**config.mk**
```make
export PLATFORM = sky130hd
export DESIGN_NAME = cga_composite
export DESIGN_NICKNAME = d
export VERILOG_FILES = /design/src/rtl/cga_composite.sv
export SDC_FILE = /design/constraint.sdc
export NUM_CORES = 1
export LEC_CHECK = 0
export BUFFER_PORTS_ARGS = -buffer_cell sky130_fd_sc_hd__buf_2
export CORE_MARGIN = 4
export CORE_UTILIZATION = 35
export DETAILED_ROUTE_END_ITERATION = 8
export PLACE_DENSITY = 0.52
export SYNTH_ARGS = -nofsm -noshare
export SYNTH_HDL_FRONTEND = slang
export SYNTH_SLANG_ARGS = --single-unit
```
**constraint.sdc**
```tcl
create_clock -name clk -period 2.8 [get_ports clk]
set_clock_uncertainty 0.05 [all_clocks]
set_input_delay 0.42 -clock clk [delete_from_list [all_inputs] [get_ports clk]]
set_output_delay 0.42 -clock clk [all_outputs]
set_load 0.01 [all_outputs]
```
**src/rtl/cga_composite.sv**
```systemverilog
// Composite video encoder for the CGA pixel stream: mixes luma and square-wave chroma,
// and builds sync, breezeway, colour burst and blanking around the CRTC syncs.
module cga_composite #(
  parameter int unsigned SYNC_CLKS   = 270,
  parameter int unsigned BREEZE_CLKS = 34,
  parameter int unsigned BURST_CLKS  = 144,
  parameter logic [6:0]  SYNC_LVL    = 7'd0,
  parameter logic [6:0]  BLANK_LVL   = 7'd32,
  parameter logic [6:0]  I_STEP      = 7'd24,
  parameter logic [6:0]  WHITE_STEP  = 7'd40,
  parameter logic [6:0]  CHROMA_STEP = 7'd20,
  parameter logic [6:0]  BURST_AMP   = 7'd12,
  parameter logic [3:0]  BURST_PHASE = 4'd4
) (
  input  logic       clk,
  input  logic       rst_l,
  input  logic [3:0] video,
  input  logic       hsync,
  input  logic       vsync,
  input  logic       color_kill,
  output logic [6:0] comp_video,
  output logic       burst_active
);

  localparam logic [8:0] SyncInit   = 9'(SYNC_CLKS - 1);
  localparam logic [8:0] BreezeInit = 9'(BREEZE_CLKS - 1);
  localparam logic [8:0] BurstInit  = 9'(BURST_CLKS - 1);

  typedef enum logic [2:0] {
    StActive, StSync, StBreeze, StBurst, StBlank, StVsync
  } state_e;

  logic [3:0] ph_q, ph_s1_q, video_q;
  logic       hs_q, hs_qq, vs_q, vs_qq, ck_q;
  state_e     state_q, state_d;
  logic [8:0] cnt_q, cnt_d;
  logic       hs_rise, vs_rise;
  logic [3:0] hue, pix_ph, burst_ph;
  logic [8:0] pix_sum;
  logic [6:0] pix_lvl, chroma_add, cv_d;
  logic       ba_d;

  // Stage 1: input capture; the phase is sampled alongside so one pixel sees one phase.
  always_ff @(posedge clk or negedge rst_l) begin
    if (!rst_l) begin
      ph_q    <= 4'd0;
      ph_s1_q <= 4'd0;
      video_q <= 4'd0;
      hs_q    <= 1'b0;
      hs_qq   <= 1'b0;
      vs_q    <= 1'b0;
      vs_qq   <= 1'b0;
      ck_q    <= 1'b0;
    end else begin
      ph_q    <= ph_q + 4'd1;
      ph_s1_q <= ph_q;
      video_q <= video;
      hs_q    <= hsync;
      hs_qq   <= hs_q;
      vs_q    <= vsync;
      vs_qq   <= vs_q;
      ck_q    <= color_kill;
    end
  end

  assign hs_rise = hs_q & ~hs_qq;
  assign vs_rise = vs_q & ~vs_qq;

  always_comb begin
    state_d = state_q;
    cnt_d   = cnt_q;
    if (vs_rise) begin
      state_d = StVsync;
    end else if (hs_rise && state_q != StVsync) begin
      state_d = StSync;
      cnt_d   = SyncInit;
    end else begin
      case (state_q)
        StSync: begin
          if (cnt_q == 9'd0) begin
            state_d = StBreeze;
            cnt_d   = BreezeInit;
          end else begin
            cnt_d = cnt_q - 9'd1;
          end
        end
        StBreeze: begin
          if (cnt_q == 9'd0) begin
            state_d = StBurst;
            cnt_d   = BurstInit;
          end else begin
            cnt_d = cnt_q - 9'd1;
          end
        end
        StBurst: begin
          if (cnt_q == 9'd0) state_d = StBlank;
          else               cnt_d   = cnt_q - 9'd1;
        end
        StBlank: if (!hs_q) state_d = StActive;
        StVsync: if (!vs_q) state_d = StBlank;
        default: ;
      endcase
    end
  end

  always_comb begin
    case (video_q[2:0])
      3'b001:  hue = 4'd8;
      3'b010:  hue = 4'd12;
      3'b011:  hue = 4'd10;
      3'b100:  hue = 4'd2;
      3'b101:  hue = 4'd0;
      3'b110:  hue = 4'd4;
      default: hue = 4'd0;
    endcase
  end

  assign pix_ph   = ph_s1_q + hue;
  assign burst_ph = ph_s1_q + BURST_PHASE;

  always_comb begin
    chroma_add = 7'd0;
    if (video_q[2:0] == 3'b111)                            chroma_add = WHITE_STEP;
    else if (video_q[2:0] != 3'b000 && !ck_q && !pix_ph[3]) chroma_add = CHROMA_STEP;
    pix_sum = {2'b00, BLANK_LVL} + (video_q[3] ? {2'b00, I_STEP} : 9'd0)
            + {2'b00, chroma_add};
    pix_lvl = (pix_sum > 9'd127) ? 7'd127 : pix_sum[6:0];
  end

  // Output is decoded from the next state so the whole path stays at two clocks.
  always_comb begin
    ba_d = 1'b0;
    case (state_d)
      StActive:        cv_d = pix_lvl;
      StSync, StVsync: cv_d = SYNC_LVL;
      StBurst: begin
        if (ck_q) begin
          cv_d = BLANK_LVL;
        end else begin
          ba_d = 1'b1;
          cv_d = burst_ph[3] ? (BLANK_LVL - BURST_AMP) : (BLANK_LVL + BURST_AMP);
        end
      end
      default:         cv_d = BLANK_LVL;
    endcase
  end

  always_ff @(posedge clk or negedge rst_l) begin
    if (!rst_l) begin
      state_q      <= StBlank;
      cnt_q        <= 9'd0;
      comp_video   <= BLANK_LVL;
      burst_active <= 1'b0;
    end else begin
      state_q      <= state_d;
      cnt_q        <= cnt_d;
      comp_video   <= cv_d;
      burst_active <= ba_d;
    end
  end

endmodule
```
==> flow_summary.json, run 1 <==
{
  "global_route_usage_sum_pct": 13.27,
  "timing.final.crit_share_pct": 93.78,
  "maxCapViolations": 0,
  "seq_area_um2": 854.6,
  "fin_worst_hold_slack_ns": 0.1462,
  "dpl.hpwl_um": 2789,
  "die-area_mm2": 0.006756,
  "grt_first_pass_wirelength_um": 6851,
  "clock_tree_from_tritoncts": "yes",
  "drive_above_1_share_pct": 17.89,
  "yosys_most_used_dff": "sky130_fd_sc_hd__dfrtp_1",
  "leakage_nw": 0.9449,
  "max-vdd-ir-drop_v": 0.0002587,
  "clk_pin_slew_worst_paths_ns": 0.07,
  "total_cts_buffers": 5,
  "post-synth-top-area-cell": "sky130_fd_sc_hd__dfrtp_1",
  "mostFrequentLayoutCell": "sky130_fd_sc_hd__dfrtp_1",
  "detail_route.first_pass.iterations": 4,
  "end_kind": "register",
  "worst_r2r_startpoint": "video_q[1]",
  "slew_viol_final": 0,
  "routedWlPerCell_um": 13.63,
  "initial_core_util_pct": 37.02,
  "post_synth_instance_area_mm2": 0.001927,
  "fp.dieW_um": 82.20,
  "totalPowerFinal_mw": 1.586,
  "period_needed_ns": 2.626,
  "final.setup.tns_ns": 0,
  "ys_warn_count": 0,
  "worstSkewPairLatency_ns": 0.28,
  "timing.setup.critical_path_class": "register to register",
  "synthCells": 199,
  "min_path_type": "primary input to async pin",
  "antenna_violations_before_repair": 0,
  "number_of_global_route_vias_before_repair": 1508,
  "die_y_um": 82.20,
  "ant_nets": 0,
  "start_kind": "register",
  "maxClockFrequency_mhz": 380.8,
  "fillerInstances": 528,
  "hold_violations": 0,
  "max_slew_margin_pct": 50.36,
  "route.final.wire_length_um": 3925,
  "globalRoute.totalOverflow": 0,
  "flip_flop_and_latch_count_after_synthesis": 34,
  "synth_edf_count": 0,
  "r2r_setup_slack_ns": 0.17,
  "cts.path.max_buffers": 2,
  "coreArea_mm2": 0.005205,
  "drc": 0,
  "io_pins": 17,
  "ctsHtreeMaxLevel": 2,
  "initialDrtViolationCount": 120,
  "cts-root-buf": "sky130_fd_sc_hd__clkbuf_8",
  "synthDistinctLibCells": 59,
  "outcome": "completed",
  "ys_async_sr_fraction_pct": 100.0,
  "regToRegEndpoint": "comp_video[5]",
  "timing_worst_slew_pin_value_ns": 0.7446,
  "critPathArrivalTime_ns": 2.81,
  "finalSetupViolations": 0,
  "grt_max_degree": 35,
  "finalNetCount": 234,
  "area_used_by_multi_input_combinational_logic_um2": 973.4,
  "clock_sinks": 34,
  "route.detailed.vias_per_inst": 5.309,
  "num_antenna_cells": 0,
  "syn_avg_cell_area_um2": 9.683,
  "std_cell_rows": 26,
  "worst-path-max-fanout": 5,
  "synth_top_cell_area_share_pct": 41.56,
  "cp_data_required_time_ns": 2.98,
  "synth-seq-area-share_pct": 44.29,
  "gp_routability_congestion": 0.8609,
  "numPortBuffers": 14,
  "routed_via_count": 1529,
  "syn2layout_area_growth_pct": 13.05,
  "final_cell_mix": "sky130_fd_sc_hd__dfrtp_1 (31), sky130_fd_sc_hd__nor2_1 (16), sky130_fd_sc_hd__o21ai_0 (14), sky130_fd_sc_hd__buf_2 (14), sky130_fd_sc_hd__nand2_1 (12)",
  "timing.reg2reg.worst_path_depth": 11,
  "power_density_mw_per_mm2": 727.9,
  "post_synth_main_area_contributors": "sky130_fd_sc_hd__dfrtp_1 (42%), sky130_fd_sc_hd__ha_1 (4.5%), sky130_fd_sc_hd__o21ai_0 (3.6%), sky130_fd_sc_hd__nor2_1 (3.1%), sky130_fd_sc_hd__dfstp_2 (2.7%)"
}
cell type report:
class | count | share of cell area [%]
clock buffer | 6 | 3.791
sequential | 34 | 39.23
tap | 70 | 4.021
timing repair buffer | 21 | 5.629
multi-input combinational | 143 | 44.69
clock inverter | 2 | 0.5744
inverter | 12 | 2.068
what timing repair did:
action / 4_1_cts / 5_1_grt
setup buffers: 0 / 2
hold buffers: 0 / 0
endpoints found under the setup margin: 0 / 2
gates resized for setup: 0 / 3
cells in the mapped netlist (2+ instances only):
library cell,number
sky130_fd_sc_hd__nor2b_1,4
sky130_fd_sc_hd__o211ai_1,4
sky130_fd_sc_hd__ha_1,7
sky130_fd_sc_hd__o32ai_1,2
sky130_fd_sc_hd__and2_1,3
sky130_fd_sc_hd__or3_1,3
sky130_fd_sc_hd__buf_2,3
sky130_fd_sc_hd__dfrtp_1,32
sky130_fd_sc_hd__o221ai_1,2
sky130_fd_sc_hd__xnor2_1,3
sky130_fd_sc_hd__dfstp_2,2
sky130_fd_sc_hd__nor3_1,5
sky130_fd_sc_hd__o31a_1,2
sky130_fd_sc_hd__nor2_1,16
sky130_fd_sc_hd__o21a_1,4
sky130_fd_sc_hd__o21ai_1,3
sky130_fd_sc_hd__nand2b_1,5
sky130_fd_sc_hd__xor2_1,4
sky130_fd_sc_hd__a21oi_1,7
sky130_fd_sc_hd__a211oi_1,2
sky130_fd_sc_hd__inv_1,12
sky130_fd_sc_hd__clkbuf_1,4
sky130_fd_sc_hd__nand3_1,5
sky130_fd_sc_hd__nand2_1,12
sky130_fd_sc_hd__a31oi_1,4
sky130_fd_sc_hd__o21ai_0,14
sky130_fd_sc_hd__or4_1,2
sky130_fd_sc_hd__buf_4,2
metrics by stage:
step | setup slack [ns] | util, % | instances | area [um^2]
after floorplan | 0.2268 | - | 200 | 1931
after global placement | 0.1112 | 39.66 | 278 | 2064
after detailed placement | 0.04940 | 39.66 | 278 | 2064
after CTS | 0.03018 | 41.49 | 286 | 2160
after global routing | -0.006868 | 41.85 | 288 | 2178
final | 0.1741 | 41.85 | 288 | 2178
power breakdown:
group / internal, mW / switching [mW] / total [mW]
clock network: 0.198 / 0.183 / 0.381
logic: 0.233 / 0.256 / 0.490
registers: 0.580 / 0.135 / 0.715
total: 1.01 / 0.575 / 1.59
critical path: stages (launching register included):
cell and delay [ns]:
sky130_fd_sc_hd__dfrtp_2 0.41, sky130_fd_sc_hd__inv_2 0.08, sky130_fd_sc_hd__nor2_1 0.05, sky130_fd_sc_hd__ha_1 0.28, sky130_fd_sc_hd__nand2_1 0.07, sky130_fd_sc_hd__a311o_1 0.35, sky130_fd_sc_hd__a221oi_1 0.27, sky130_fd_sc_hd__o211ai_1 0.20
sky130_fd_sc_hd__fa_2 0.37, sky130_fd_sc_hd__xnor2_1 0.13, sky130_fd_sc_hd__a31oi_1 0.16, sky130_fd_sc_hd__o21a_1 0.14
per-layer routing:
metal / part of all wire, % / vias to the layer above / track usage (%)
met3: 4.4 / 4 / 2.928
li1: - / 753 / -
met5: 0 / - / 0
met1: 46 / 738 / 16.64
met2: 49 / 34 / 21.55
met4: 1.2 / 0 / 6.312
logic make-up (layout without fill, tap and decap cells):
kind of cell               Yosys count  after routing  synth area share, %
other                                1              2               0.1946
xor gates and xnor gates             7              7                3.182
adders and majority gates            8              8                5.584
AOI/OAI and AO/OA                   60             60                21.95
and+or+nand+nor                     66             66                19.29
buffers and inverters               23             41                5.518
DFF                                 34             34                44.29
registers in the layout, summed over array words and instances, names as in the netlist:
register,cells
comp_video,5
hs_q,1
state_q,3
ph_q,4
burst_active,1
video_q,4
vs_q,1
vs_qq,1
ck_q,1
cnt_q,9
hs_qq,1
ph_s1_q,3
how the worst max path moves through the flow:
| stage | from | endpoint | slack [ns] | depth (start not counted) |
|---|---|---|---|---|
| after floorplan | video_q[1] | comp_video[5] | 0.23 | 11 |
| after global placement | video_q[1] | comp_video[5] | 0.11 | 11 |
| after detailed placement | video_q[1] | comp_video[5] | 0.05 | 11 |
| after CTS | video_q[1] | comp_video[5] | 0.03 | 11 |
| after global routing | video_q[1] | comp_video[5] | -0.007 | 11 |
| final | video_q[1] | comp_video[5] | 0.17 | 11 |
Power figures use the tool's default switching activity.
==> run 2: changes to the inputs <==
--- a/config.mk
+++ b/config.mk
@@ -7,8 +7,10 @@
 export LEC_CHECK = 0
 export BUFFER_PORTS_ARGS = -buffer_cell sky130_fd_sc_hd__buf_2
+export CELL_PAD_IN_SITES_DETAIL_PLACEMENT = 1
+export CELL_PAD_IN_SITES_GLOBAL_PLACEMENT = 2
 export CORE_MARGIN = 4
 export CORE_UTILIZATION = 35
 export DETAILED_ROUTE_END_ITERATION = 8
-export PLACE_DENSITY = 0.52
+export PLACE_DENSITY = 0.74
 export SYNTH_ARGS = -nofsm -noshare
 export SYNTH_HDL_FRONTEND = slang
==> constraint.sdc (replaced) <==
create_clock -name clk -period 2.8 [get_ports clk]
set_clock_uncertainty 0.05 [all_clocks]
set_input_delay 0.14 -clock clk [delete_from_list [all_inputs] [get_ports clk]]
set_output_delay 0.14 -clock clk [all_outputs]
set_load 0.01 [all_outputs]
==> flow_summary.json, run 2 (synthesis results as in run 1) <==
{
  "outcome": "completed",
  "met2WireLength_um": 2613,
  "ctsHtreeMaxLevel": 2,
  "die-area_mm2": 0.006756,
  "drive_above_1_share_pct": 16.00,
  "cp_data_required_time_ns": 2.98,
  "reg.largest.list": "cnt_q: 9 flops, comp_video: 5 flops",
  "initialDrtViolationCount": 36,
  "totalPowerFinal_mw": 1.590,
  "finalNetCount": 241,
  "routed.top_layer": "met4",
  "worstHoldPathCells": 0,
  "maxClockFrequency_mhz": 374.0,
  "total_cts_buffers": 5,
  "regToRegEndpoint": "comp_video[5]",
  "worstSkewPairLatency_ns": 0.28,
  "r2r_setup_slack_ns": 0.13,
  "grt_max_degree": 35,
  "ant_nets": 0,
  "cts-root-buf": "sky130_fd_sc_hd__clkbuf_8",
  "leakage_nw": 0.9660,
  "critPathArrivalTime_ns": 2.85,
  "drc": 0,
  "maxCapViolations": 0,
  "power_density_mw_per_mm2": 709.1,
  "std_cell_rows": 26,
  "clock_tree_from_tritoncts": "yes",
  "clock_sinks": 34,
  "drt-met1-wl_um": 2128,
  "max-vdd-ir-drop_v": 0.0002449,
  "timing.setup.critical_path_class": "register to register",
  "timing.reg2reg.worst_path_depth": 11,
  "number_of_global_route_vias_before_repair": 1710,
  "global_route_usage_sum_pct": 16.57,
  "worst_r2r_startpoint": "video_q[1]",
  "antenna_violations_before_repair": 0,
  "period_needed_ns": 2.674,
  "largest_register_ffs": 9,
  "mostFrequentLayoutCell": "sky130_fd_sc_hd__dfrtp_1",
  "max_slew_margin_pct": 48.69,
  "syn2layout_area_growth_pct": 16.36,
  "hold_violations": 0,
  "route.final.wire_length_um": 4935,
  "dpl.hpwl_um": 3581,
  "initial_core_util_pct": 37.02,
  "slew_viol_final": 0,
  "timing_worst_slew_pin_value_ns": 0.7696,
  "start_kind": "register",
  "coreArea_mm2": 0.005205,
  "final_cell_mix": "sky130_fd_sc_hd__dfrtp_1 (31), sky130_fd_sc_hd__nor2_1 (16), sky130_fd_sc_hd__o21ai_0 (14), sky130_fd_sc_hd__buf_2 (14), sky130_fd_sc_hd__nand2_1 (12)",
  "fp.dieW_um": 82.20,
  "io_pins": 17,
  "routed_via_count": 1564,
  "timing.final.crit_share_pct": 95.50,
  "numPortBuffers": 14,
  "gp_routability_congestion": 0.8150,
  "clk_pin_slew_worst_paths_ns": 0.07,
  "finalSetupViolations": 0,
  "top_register": "cnt_q",
  "detail_route.first_pass.iterations": 4,
  "routedWlPerCell_um": 16.73,
  "die_y_um": 82.20,
  "min_path_type": "register to register",
  "holdPathEnd": "vs_qq",
  "grt_first_pass_wirelength_um": 8211,
  "final_cell_count_no_fill": 295,
  "globalRoute.totalOverflow": 0,
  "end_kind": "register",
  "worst-path-max-fanout": 5,
  "route.detailed.vias_per_inst": 5.302,
  "hold_start": "vs_q",
  "num_antenna_cells": 0,
  "wl_met3_um": 117,
  "cts.path.max_buffers": 2,
  "placed_cells": 277
}
==> run 2: changes by cell type in the layout (fill, tap and decap cells not counted) <==
cell,delta
sky130_fd_sc_hd__a221oi_1,-1
sky130_fd_sc_hd__clkbuf_1,+3
sky130_fd_sc_hd__dlygate4sd3_1,+8
sky130_fd_sc_hd__o311ai_0,-1
sky130_fd_sc_hd__a221oi_2,+1
sky130_fd_sc_hd__o311ai_1,+1
sky130_fd_sc_hd__buf_4,-1
sky130_fd_sc_hd__clkbuf_8,-1
sky130_fd_sc_hd__clkinvlp_4,-1
sky130_fd_sc_hd__clkinv_2,-1
==> run 2: repair_timing <==
item	CTS	global route
cloned	0	0
setup endpoints to repair	1	2
endpoints found under the hold margin	39	0
setup buffers	1	1
pin swaps	1	3
gates resized for setup	1	4
hold buffers	8	0
==> run 2: layout make-up <==
| class | count | area [um^2] |
|---|---|---|
| Timing Repair Buffer | 28 | 195.2 |
| Inverter | 12 | 45.04 |
| Fill cell | 624 | 2963 |
| Tap cell | 70 | 87.58 |
| Sequential cell | 34 | 854.6 |
| Clock buffer | 8 | 80.08 |
| Multi-Input combinational cell | 143 | 979.7 |
==> run 2: how the worst max path moves through the flow <==
stage	from	to	slack [ns]	cells after the start
detailed placement	video_q[1]	comp_video[5]	-0.05	11
global placement	video_q[1]	comp_video[5]	0.11	11
global route	video_q[1]	comp_video[5]	-0.05	11
floorplan	video_q[1]	comp_video[5]	0.23	11
finish	video_q[1]	comp_video[5]	0.13	11
CTS	video_q[1]	comp_video[5]	0.003	11
==> run 2: metal layers <==
layer	global-route usage, %	vias up
li1	-	766
met4	5.980	0
met3	3.579	6
met5	0	-
met2	29.89	17
met1	19.10	775
==> run 2: power by group <==
group          internal, mW  leakage (nW)  total, mW  switching, mW
logic                 0.243         0.509      0.528          0.284
clock network         0.177        0.0395      0.348          0.171
registers             0.580         0.418      0.714          0.134
==> run 2: worst max-delay path, stage by stage, from the launching register on <==
cell	delay, ns
sky130_fd_sc_hd__dfrtp_2	0.42
sky130_fd_sc_hd__inv_2	0.10
sky130_fd_sc_hd__nor2_1	0.05
sky130_fd_sc_hd__ha_1	0.30
sky130_fd_sc_hd__nand2_1	0.08
sky130_fd_sc_hd__a311o_1	0.37
sky130_fd_sc_hd__a221oi_2	0.26
sky130_fd_sc_hd__o211ai_1	0.17
sky130_fd_sc_hd__fa_2	0.37
sky130_fd_sc_hd__xnor2_1	0.14
sky130_fd_sc_hd__a31oi_1	0.18
sky130_fd_sc_hd__o21a_1	0.14
==> run 2: per-stage QoR <==
stage / util (%) / worst slack (ns) / setup TNS [ns] / hold slack [ns] / instance area, um^2
floorplan: - / 0.2268 / 0 / -0.2056 / 1931
global placement: 39.52 / 0.1122 / 0 / 0.1992 / 2057
detailed placement: 39.52 / -0.04849 / -0.04849 / 0.2001 / 2057
CTS: 42.74 / 0.003407 / 0 / 0.3646 / 2225
global route: 43.08 / -0.05034 / -0.05282 / 0.3779 / 2242
finish: 43.08 / 0.1260 / 0 / 0.3618 / 2242
